===== src/rtl/gpu_pkg.sv =====
// Shared GPU definitions: return-path tags, VRAM slot grant encoding and
// the saturating counter helper used by the arbiter.
package gpu_pkg;

    typedef enum logic [1:0] {
        TAG_NONE = 2'd0,
        TAG_DISP = 2'd1,
        TAG_CPU  = 2'd2
    } tag_t;

    typedef enum logic [1:0] {
        GNT_IDLE     = 2'd0,
        GNT_DISP_RD  = 2'd1,
        GNT_WB_DRAIN = 2'd2,
        GNT_CPU_RD   = 2'd3
    } grant_t;

    localparam int CNT_W = 8;

    function automatic logic [CNT_W-1:0] satInc(input logic [CNT_W-1:0] value);
        return (value == {CNT_W{1'b1}}) ? value : value + 1'b1;
    endfunction

endpackage


===== src/rtl/vram_write_buffer.sv =====
// One-entry posted-write buffer: captures a CPU write when empty and frees
// itself when the arbiter grants the drain slot.
module vram_write_buffer
    import gpu_pkg::*;
#(
    parameter int ADDR_W = 15,
    parameter int DATA_W = 8
) (
    input  logic              clk,
    input  logic              rst,
    input  logic              i_capture,
    input  logic              i_drain,
    input  logic [ADDR_W-1:0] i_addr,
    input  logic [DATA_W-1:0] i_wdata,
    output logic              o_full,
    output logic [ADDR_W-1:0] o_addr,
    output logic [DATA_W-1:0] o_wdata
);

    logic              r_full;
    logic [ADDR_W-1:0] r_addr;
    logic [DATA_W-1:0] r_wdata;

    // Capture and drain are mutually exclusive: one needs empty, the other full.
    always_ff @(posedge clk or posedge rst) begin
        if (rst) begin
            r_full  <= 1'b0;
            r_addr  <= '0;
            r_wdata <= '0;
        end else if (i_capture && !r_full) begin
            r_full  <= 1'b1;
            r_addr  <= i_addr;
            r_wdata <= i_wdata;
        end else if (i_drain && r_full) begin
            r_full  <= 1'b0;
        end
    end

    assign o_full  = r_full;
    assign o_addr  = r_addr;
    assign o_wdata = r_wdata;

endmodule


===== src/rtl/vram_arbiter.sv =====
// Single-port VRAM arbiter: display reads always win, CPU writes are posted,
// CPU reads use leftover slots, with a sticky CPU starvation flag.
module vram_arbiter
    import gpu_pkg::*;
#(
    parameter int ADDR_W       = 15,
    parameter int DATA_W       = 8,
    parameter int STARVE_LIMIT = 64
) (
    input  logic              clk,
    input  logic              rst,
    input  logic              disp_req,
    input  logic [ADDR_W-1:0] disp_addr,
    output logic              disp_valid,
    output logic [DATA_W-1:0] disp_data,
    input  logic              cpu_req,
    input  logic              cpu_we,
    input  logic [ADDR_W-1:0] cpu_addr,
    input  logic [DATA_W-1:0] cpu_wdata,
    output logic              cpu_ack,
    output logic [DATA_W-1:0] cpu_rdata,
    input  logic              starve_clr,
    output logic              cpu_starved,
    output logic [ADDR_W-1:0] vram_addr,
    output logic              vram_we,
    output logic [DATA_W-1:0] vram_wdata,
    input  logic [DATA_W-1:0] vram_rdata
);

    localparam logic [CNT_W-1:0] LIMIT = CNT_W'(STARVE_LIMIT);

    logic              w_wbFull;
    logic [ADDR_W-1:0] w_wbAddr;
    logic [DATA_W-1:0] w_wbData;
    logic              w_capture;
    logic              w_drain;
    logic              w_cpuRdBusy;
    logic              w_cpuRdOk;
    logic              w_cpuWait;
    logic [CNT_W-1:0]  w_cntNext;
    grant_t            w_grant;

    tag_t              r_tag1;
    tag_t              r_tag2;
    logic [CNT_W-1:0]  r_starveCnt;

    // The ack cycle still sees the old request held high; gating on cpu_ack
    // keeps that same request from being captured or granted a second time.
    assign w_cpuRdBusy = (r_tag1 == TAG_CPU) || (r_tag2 == TAG_CPU);
    assign w_capture   = cpu_req && cpu_we && !w_wbFull && !cpu_ack;
    assign w_cpuRdOk   = cpu_req && !cpu_we && !w_cpuRdBusy && !w_wbFull && !cpu_ack;
    assign w_drain     = (w_grant == GNT_WB_DRAIN);
    assign w_cpuWait   = cpu_req && !cpu_ack && !w_cpuRdBusy && !w_capture
                         && (w_grant != GNT_CPU_RD);
    assign w_cntNext   = satInc(r_starveCnt);

    always_comb begin
        w_grant = GNT_IDLE;
        if (disp_req) begin
            w_grant = GNT_DISP_RD;
        end else if (w_wbFull) begin
            w_grant = GNT_WB_DRAIN;
        end else if (w_cpuRdOk) begin
            w_grant = GNT_CPU_RD;
        end
    end

    vram_write_buffer #(
        .ADDR_W (ADDR_W),
        .DATA_W (DATA_W)
    ) u_writeBuffer (
        .clk       (clk),
        .rst       (rst),
        .i_capture (w_capture),
        .i_drain   (w_drain),
        .i_addr    (cpu_addr),
        .i_wdata   (cpu_wdata),
        .o_full    (w_wbFull),
        .o_addr    (w_wbAddr),
        .o_wdata   (w_wbData)
    );

    always_ff @(posedge clk or posedge rst) begin
        if (rst) begin
            vram_addr  <= '0;
            vram_we    <= 1'b0;
            vram_wdata <= '0;
            r_tag1     <= TAG_NONE;
            r_tag2     <= TAG_NONE;
        end else begin
            r_tag2 <= r_tag1;
            case (w_grant)
                GNT_DISP_RD: begin
                    vram_addr <= disp_addr;
                    vram_we   <= 1'b0;
                    r_tag1    <= TAG_DISP;
                end
                GNT_WB_DRAIN: begin
                    vram_addr  <= w_wbAddr;
                    vram_we    <= 1'b1;
                    vram_wdata <= w_wbData;
                    r_tag1     <= TAG_NONE;
                end
                GNT_CPU_RD: begin
                    vram_addr <= cpu_addr;
                    vram_we   <= 1'b0;
                    r_tag1    <= TAG_CPU;
                end
                default: begin
                    vram_we <= 1'b0;
                    r_tag1  <= TAG_NONE;
                end
            endcase
        end
    end

    // Return path: the second tag stage lines up with vram_rdata.
    always_ff @(posedge clk or posedge rst) begin
        if (rst) begin
            disp_valid <= 1'b0;
            disp_data  <= '0;
            cpu_ack    <= 1'b0;
            cpu_rdata  <= '0;
        end else begin
            disp_valid <= (r_tag2 == TAG_DISP);
            cpu_ack    <= w_capture || (r_tag2 == TAG_CPU);
            if (r_tag2 == TAG_DISP) begin
                disp_data <= vram_rdata;
            end
            if (r_tag2 == TAG_CPU) begin
                cpu_rdata <= vram_rdata;
            end
        end
    end

    always_ff @(posedge clk or posedge rst) begin
        if (rst) begin
            r_starveCnt <= '0;
            cpu_starved <= 1'b0;
        end else begin
            if (cpu_ack) begin
                r_starveCnt <= '0;
            end else if (w_cpuWait) begin
                r_starveCnt <= w_cntNext;
            end
            if (w_cpuWait && (w_cntNext >= LIMIT)) begin
                cpu_starved <= 1'b1;
            end else if (starve_clr) begin
                cpu_starved <= 1'b0;
            end
        end
    end

endmodule


===== config.mk =====
export PLATFORM = sky130hd
export DESIGN_NAME = vram_arbiter
export DESIGN_NICKNAME = d
export VERILOG_FILES = /design/src/rtl/gpu_pkg.sv /design/src/rtl/vram_write_buffer.sv /design/src/rtl/vram_arbiter.sv
export SDC_FILE = /design/constraint.sdc
export NUM_CORES = 1
export LEC_CHECK = 0
export CAP_MARGIN = 25
export CORE_MARGIN = 3
export CORE_UTILIZATION = 45
export DETAILED_ROUTE_END_ITERATION = 8
export GPL_ROUTABILITY_DRIVEN = 0
export GPL_TIMING_DRIVEN = 0
export MAX_ROUTING_LAYER = met4
export PLACE_DENSITY = 0.84
export SLEW_MARGIN = 25
export SYNTH_ARGS = -nofsm -noshare
export SYNTH_HDL_FRONTEND = slang
export SYNTH_HIERARCHICAL = 1
export SYNTH_SLANG_ARGS = --single-unit

===== constraint.sdc =====
create_clock -name clk -period 2.1 [get_ports clk]
set_input_delay 0.525 -clock clk [delete_from_list [all_inputs] [get_ports clk]]
set_output_delay 0.525 -clock clk [all_outputs]
set_load 0.02 [all_outputs]

==> Word-level counts from Yosys, hierarchy flattened <==
Index checks and enable logic that the tools add are counted.
{ "word_totals": {"reg_bits": 79, "in_bits": 52, "out_inout_bits": 43, "elab_cells": 62} }
{ "classes": {"order_cmp": 1, "eq_ne": 8, "n_addsub": 1, "n_reduce_logical": 25, "muxes": 13} }
{ "ops": {"columns": ["cell", "count"], "rows": [
  ["$pmux 15 s3", 1],
  ["$mux 8", 3],
  ["$logic_and 1x1->1", 14],
  ["$add 8x1->8 const B", 1],
  ["$eq 2x2->1 const B", 4],
  ["$eq 8x8->1 const B", 1],
  ["$ge 8x7->1 const B", 1],
  ["$mux 2", 3],
  ["$reduce_bool 2->1", 3],
  ["$logic_not 1->1", 5],
  ["$mux 1", 5],
  ["$eq 2x1->1 const B", 2],
  ["$pmux 2 s2", 1],
  ["$reduce_bool 3->1", 1],
  ["$logic_or 1x1->1", 2],
  ["$ne 2x2->1 const B", 1]
]} }

==> Depth between registers and ports, before layout <==
{ "logic_depth": {"ltp_word": 13, "depth_mapped": 7, "ltp_nobuf": 5} }

==> By module <==
Netlist, hierarchy kept.
{ "by_module_without_submodules": {"columns": ["module", "n_inst", "seq_area_each_um2", "area_each_um2", "cells_per_inst"], "rows": [
  ["vram_arbiter", 1, 1376.3, 2582.5, 241],
  ["vram_write_buffer", 1, 600.6, 1004.7, 54]
]} }

==> Worst setup path after synthesis <==
OpenSTA, ideal clock, no wires.
{ "synth_timing": {"path_kind": "register -> register", "from": "register cpu_ack", "to": "register u_writeBuffer.r_addr[0], in the netlist u_writeBuffer/o_addr[0]", "t_required_ns": 1.975, "period_less_slack_ns": 1.832, "n_path_buf": 3, "setup_slack_ns": 0.268, "t_arrival_ns": 1.707, "setup_ns": 0.125, "stages_incl_launch_ff": 8, "cell_sequence": "dfrtp_1 > buf_2 > nor3b_1 > and2_1 > nor2b_1 > buf_6 > buf_12 > mux2_4"} }
{ "synth_between": {"elab_chain_len": 3} }
{ "synth_lines": {"columns": ["element", "line_no", "source"], "rows": [
  ["start, declared", "vram_arbiter.sv:20", "output logic cpu_ack,"],
  ["start signal, assigned", "vram_arbiter.sv:126", "cpu_ack <= w_capture || (r_tag2 == TAG_CPU);"],
  ["$logic_not 1->1", "vram_arbiter.sv:50", "assign w_capture = cpu_req && cpu_we && !w_wbFull && !cpu_ack;"],
  ["$logic_and 1x1->1", "vram_arbiter.sv:50", null],
  ["via w_capture", "vram_arbiter.sv:35", "logic w_capture;"],
  ["$logic_and 1x1->1", "vram_write_buffer.sv:30", "end else if (i_capture && !r_full) begin"],
  ["end signal, assigned", "vram_write_buffer.sv:32", "r_addr <= i_addr;"],
  ["end, declared", "vram_write_buffer.sv:21", "logic [ADDR_W-1:0] r_addr;"]
]} }
The timed path passes the listed nets, and every way through them passes these cells.
A chain may end at the register's enable or synchronous reset.

==> Worst setup path after layout <==
{ "layout_timing": {"from": "input cpu_req", "to": "register u_writeBuffer.r_wdata[5], in the netlist u_writeBuffer/o_wdata[5]"} }
{ "layout_between": {"elab_chain_len": 4} }
{ "layout_lines": {"columns": ["element", "line_no", "source"], "rows": [
  ["start, declared", "vram_arbiter.sv:16", "input logic cpu_req,"],
  ["$logic_and 1x1->1 (3 in series)", "vram_arbiter.sv:50", null],
  ["via w_capture", "vram_arbiter.sv:35", null],
  ["$logic_and 1x1->1", "vram_write_buffer.sv:30", null],
  ["end signal, assigned", "vram_write_buffer.sv:33", "r_wdata <= i_wdata;"],
  ["end, declared", "vram_write_buffer.sv:22", "logic [DATA_W-1:0] r_wdata;"]
]} }
The timed path passes the listed nets, and every way through them passes these cells.

==> summary.md <==
| Metric | Value |
|---|---|
| Critical Path Start Type | primary input |
| Post_cts resized | 0 |
| Number of clock sinks | 79 |
| Post-Syn Area | 3587 sq um |
| DRT Wirelength | 8130 um |
| Synthesized-area fraction occupied by xor and xnor cells | 0% |
| Clock latency on the worst-skew pair | 350 ps |
| Top-Level Pins | 95 |
| Routed via count | 2616 |
| Synthesis warning total | 6 |
| Final non-filler cell total | 506 |
| Number of maximum-capacitance constraint violations | 0 |
| Number of register bits inferred by synthesis | 79 |
| Final hold slack | 370.9 ps |
| Slowest cell on the critical path | clkdlybuf4s50_1 |
| Fin worst setup slack | 111.8 ps |
| Relative slew slack | 63.91% |
| Most area-hungry cell type in the Yosys netlist | dfrtp_1 |
| Worst Path Arrival | 2220 ps |
| Adder-cell area share of the yosys netlist | 0.3488% |
| TritonCTS clock tree | built |
| Net count of the finished layout | 454 |
| Number of buffers and inverters on the critical path | 3 |
| Longest individual stage delay on the worst path | 490 ps |
| Main area contributors after synthesis | dfrtp_1 55%, mux2_4 8.4%, nor2b_1 6.1%, mux2_2 6.0%, a21oi_1 5.2% |
| Initial core utilization | 47.92% |
| CTS Root Cell | clkbuf_8 |
| Unique cell type count in the Yosys netlist | 41 |
| Core Region | 7486 sq um |
| Routed len/inst | 16.07 um |
| Path class of the lowest-slack min-delay path | register to register |
| Worst setup timing slack at the placement stage | -301.5 ps |
| Deepest clock path buffer count | 2 |
| Total of endpoints with negative setup slack in the final report | 0 |
| Net Count, Synth | 348 |
| Total Negative Setup Slacks | 0 ps |
| Sequential-to-total area share from yosys stat | 55.11% |
| Setup slack, reg-to-reg | 190 ps |
| Int Power | 3790 uW |
| Hold Fails Final Rpt | 0 |
| Number of enable-type register cells in the synthesized netlist | 0 |
| Clock network power share | 17.9% |
| Fin crit period | 1988 ps |
| TritonCTS Buffers | 9 |
| Post-Syn Area per Cell | 12.16 sq um |
| First-pass GRT wire length | 13250 um |
| Switch Pwr | 1994 uW |
| Reg power frac | 41.7% |
| Half-perimeter wire length after detailed placement | 5891 um |
| Total DRC errors in the routed layout | 0 |
| Mux contribution to synthesized area | 18.80% |
| Count of final max-slew check failures | 0 |
| Actual transition at the worst max-transition pin | 540.5 ps |
| Count of placed standard cells including taps | 489 |
| Fraction of registers with async set or reset after synthesis | 100.0% |
| Achievable Freq | 0.5030 GHz |
| Iteration-0 DRC Markers | 106 |
| Cts-stage hold buffer count | 0 |
| Total number of H-tree levels | 3 |
| Die width | 95.29 um |
| Proportion of netlist area held by the largest area contributor | 55.11% |
| Run status | finished, final reports clean |
| Post-Synthesis Cells | 295 |
| Via count of the first global-routing pass | 2667 |
| Number of nets with antenna violations after detailed routing | 0 |
| Maximum vdd ir drop | 0.6631 mV |
| Most instantiated cells after synthesis | 79 x dfrtp_1, 37 x a21oi_1, 35 x nor2b_1, 29 x nand2_1, 20 x mux2_4 |
| Total global routing overflow | 0 |
| Largest family of logic cells by synthesized area | multiplexers |
| Top FF cell, synth | dfrtp_1 |
| Clock skew | 11.75 ps |
| Most instantiated library cell after synthesis | dfrtp_1 |
| Height of the chip | 95.29 um |
| P&R area growth vs syn | 35.58% |
| Final cycle utilization of the critical path | 94.68% |
| Proportion of layout cells with a drive suffix above 1 | 18.47% |
| Lkg Pwr | 0.002155 uW |
| Number of buffers added on ports | 94 |
| Simple-gate share of the synthesized area | 13.74% |
| Cell row count | 31 |
| Kind of cell adding the most delay to the critical path | buffers and inverters |
| Share of power burned in combinational logic | 40.4% |
| CP cell instances | clkdlybuf4s50_1 > nor3b_2 > and2_1 > nor2b_1 > buf_6 > buf_12 > mux2_4 |
| Category of the most critical setup path | primary input to register |
| Unrepaired setup endpoints after global routing | false |
| Clock transition at path regs | 80 ps |
| Power per unit of standard cell area | 1189 nW/um^2 |
| Number of antenna violations at the first check in global routing | 1 |
| Type of element capturing the critical path | register |
| Net switching fraction of the power | 34.48% |
| Required time of the worst setup path | 2330 ps |
| Total routing resource utilization after global routing | 19.77% |
| Pin count of the biggest net entering global routing | 41 |
| Post-CTS setup repair buffer count | 0 |
| First drt pass iteration count | 4 |
| Critical-path maximum fanout | 10 |
| Routed vias/inst | 5.170 |
| Die area | 9079 sq um |
| Share of the synthesized area in compound gates (AO/OA/AOI/OAI) | 7.813% |
## stage by stage
stage	total power, uW	area, sq um	utilization [%]
after detailed placement	4774	4674	62.44
final	5784	4863	64.97
after global routing	6130	4863	64.97
after floorplan	3796	3587	-
after global placement	4682	4652	62.14
after CTS	5825	4853	64.83
## power groups by stage
| stage | Sequential, uW | Combinational (uW) | Clock [uW] |
|---|---|---|---|
| final | 2410 | 2340 | 1030 |
| after global routing | 2480 | 2520 | 1130 |
| after CTS | 2400 | 2360 | 1060 |
| after detailed placement | 2420 | 2360 | 0 |
| after global placement | 2390 | 2290 | 0 |
| after floorplan | 2690 | 1100 | 0 |
## state kept, by name, indices dropped and copies added (netlist names), 2 cells and up
| signal | cells |
|---|---|
| u_writeBuffer/o_addr | 15 |
| vram_addr | 15 |
| cpu_rdata | 8 |
| disp_data | 8 |
| r_starveCnt | 8 |
| u_writeBuffer/o_wdata | 8 |
| vram_wdata | 8 |
| r_tag1 | 2 |
| r_tag2 | 2 |
## cell usage in the layout, fill, tap and decap left out, types with 2 or more instances in the layout
cell type and n:
a21oi_1 37, buf_12 3, buf_2 4, buf_4 2, buf_6 2, clkbuf_1 9, clkbuf_8 9, clkdlybuf4s50_1 93
clkinv_2 2, dfrtp_1 79, inv_1 3, inv_6 2, mux2_2 19, mux2_4 20, mux2i_1 16, nand2_1 29
nand2b_1 3, nand3_1 3, nand4b_1 2, nor2_1 3, nor2b_1 35, o21ai_0 2
## kinds of logic after synthesis
logic type / after synthesis
AO/OA/AOI/OAI: 49
adder cells (fa/ha/maj): 1
buffers and inverters: 24
flip-flops: 79
multiplexers: 55
AND/OR/NAND/NOR: 87
## path summary, 6_finish.rpt
| kind | start | endpoint | cells after the start |
|---|---|---|---|
| setup / recovery | cpu_req | u_writeBuffer/o_wdata[5]$_DFFE_PP0P_ | 7 |
| hold / removal | r_tag1[0]$_DFF_PP0_ | r_tag2[0]$_DFF_PP0_ | 0 |
| setup reg to reg | cpu_ack$_DFF_PP0_ | u_writeBuffer/o_wdata[5]$_DFFE_PP0P_ | 7 |
| hold reg to reg | r_tag1[0]$_DFF_PP0_ | r_tag2[0]$_DFF_PP0_ | 0 |
| max in group asynchronous | rst | u_writeBuffer/o_addr[4]$_DFFE_PP0P_ | 2 |
| min in group asynchronous | rst | vram_addr[2]$_DFFE_PP0P_ | 2 |
## metal layers
metal | vias up | track usage (%) | share of wire [%]
met5 | - | - | 0
met3 | 12 | 5.683 | 6.2
met4 | 0 | 6.731 | 1.1
met1 | 1279 | 24.69 | 44
met2 | 84 | 30.90 | 48
li1 | 1241 | - | -
## final cells by class
cell class | instances | area [sq um]
flip-flops and latches | 79 | 1977
diodes | 1 | 2.502
fillers | 579 | 2623
inverters | 5 | 21.27
well taps | 99 | 123.9
plain buffers | 19 | 131.4
clock inverters | 7 | 55.05
repair buffers | 95 | 963.4
multi-input cells | 192 | 1465
clock buffers | 9 | 123.9
No activity file was read; power rests on OpenSTA's default activity.
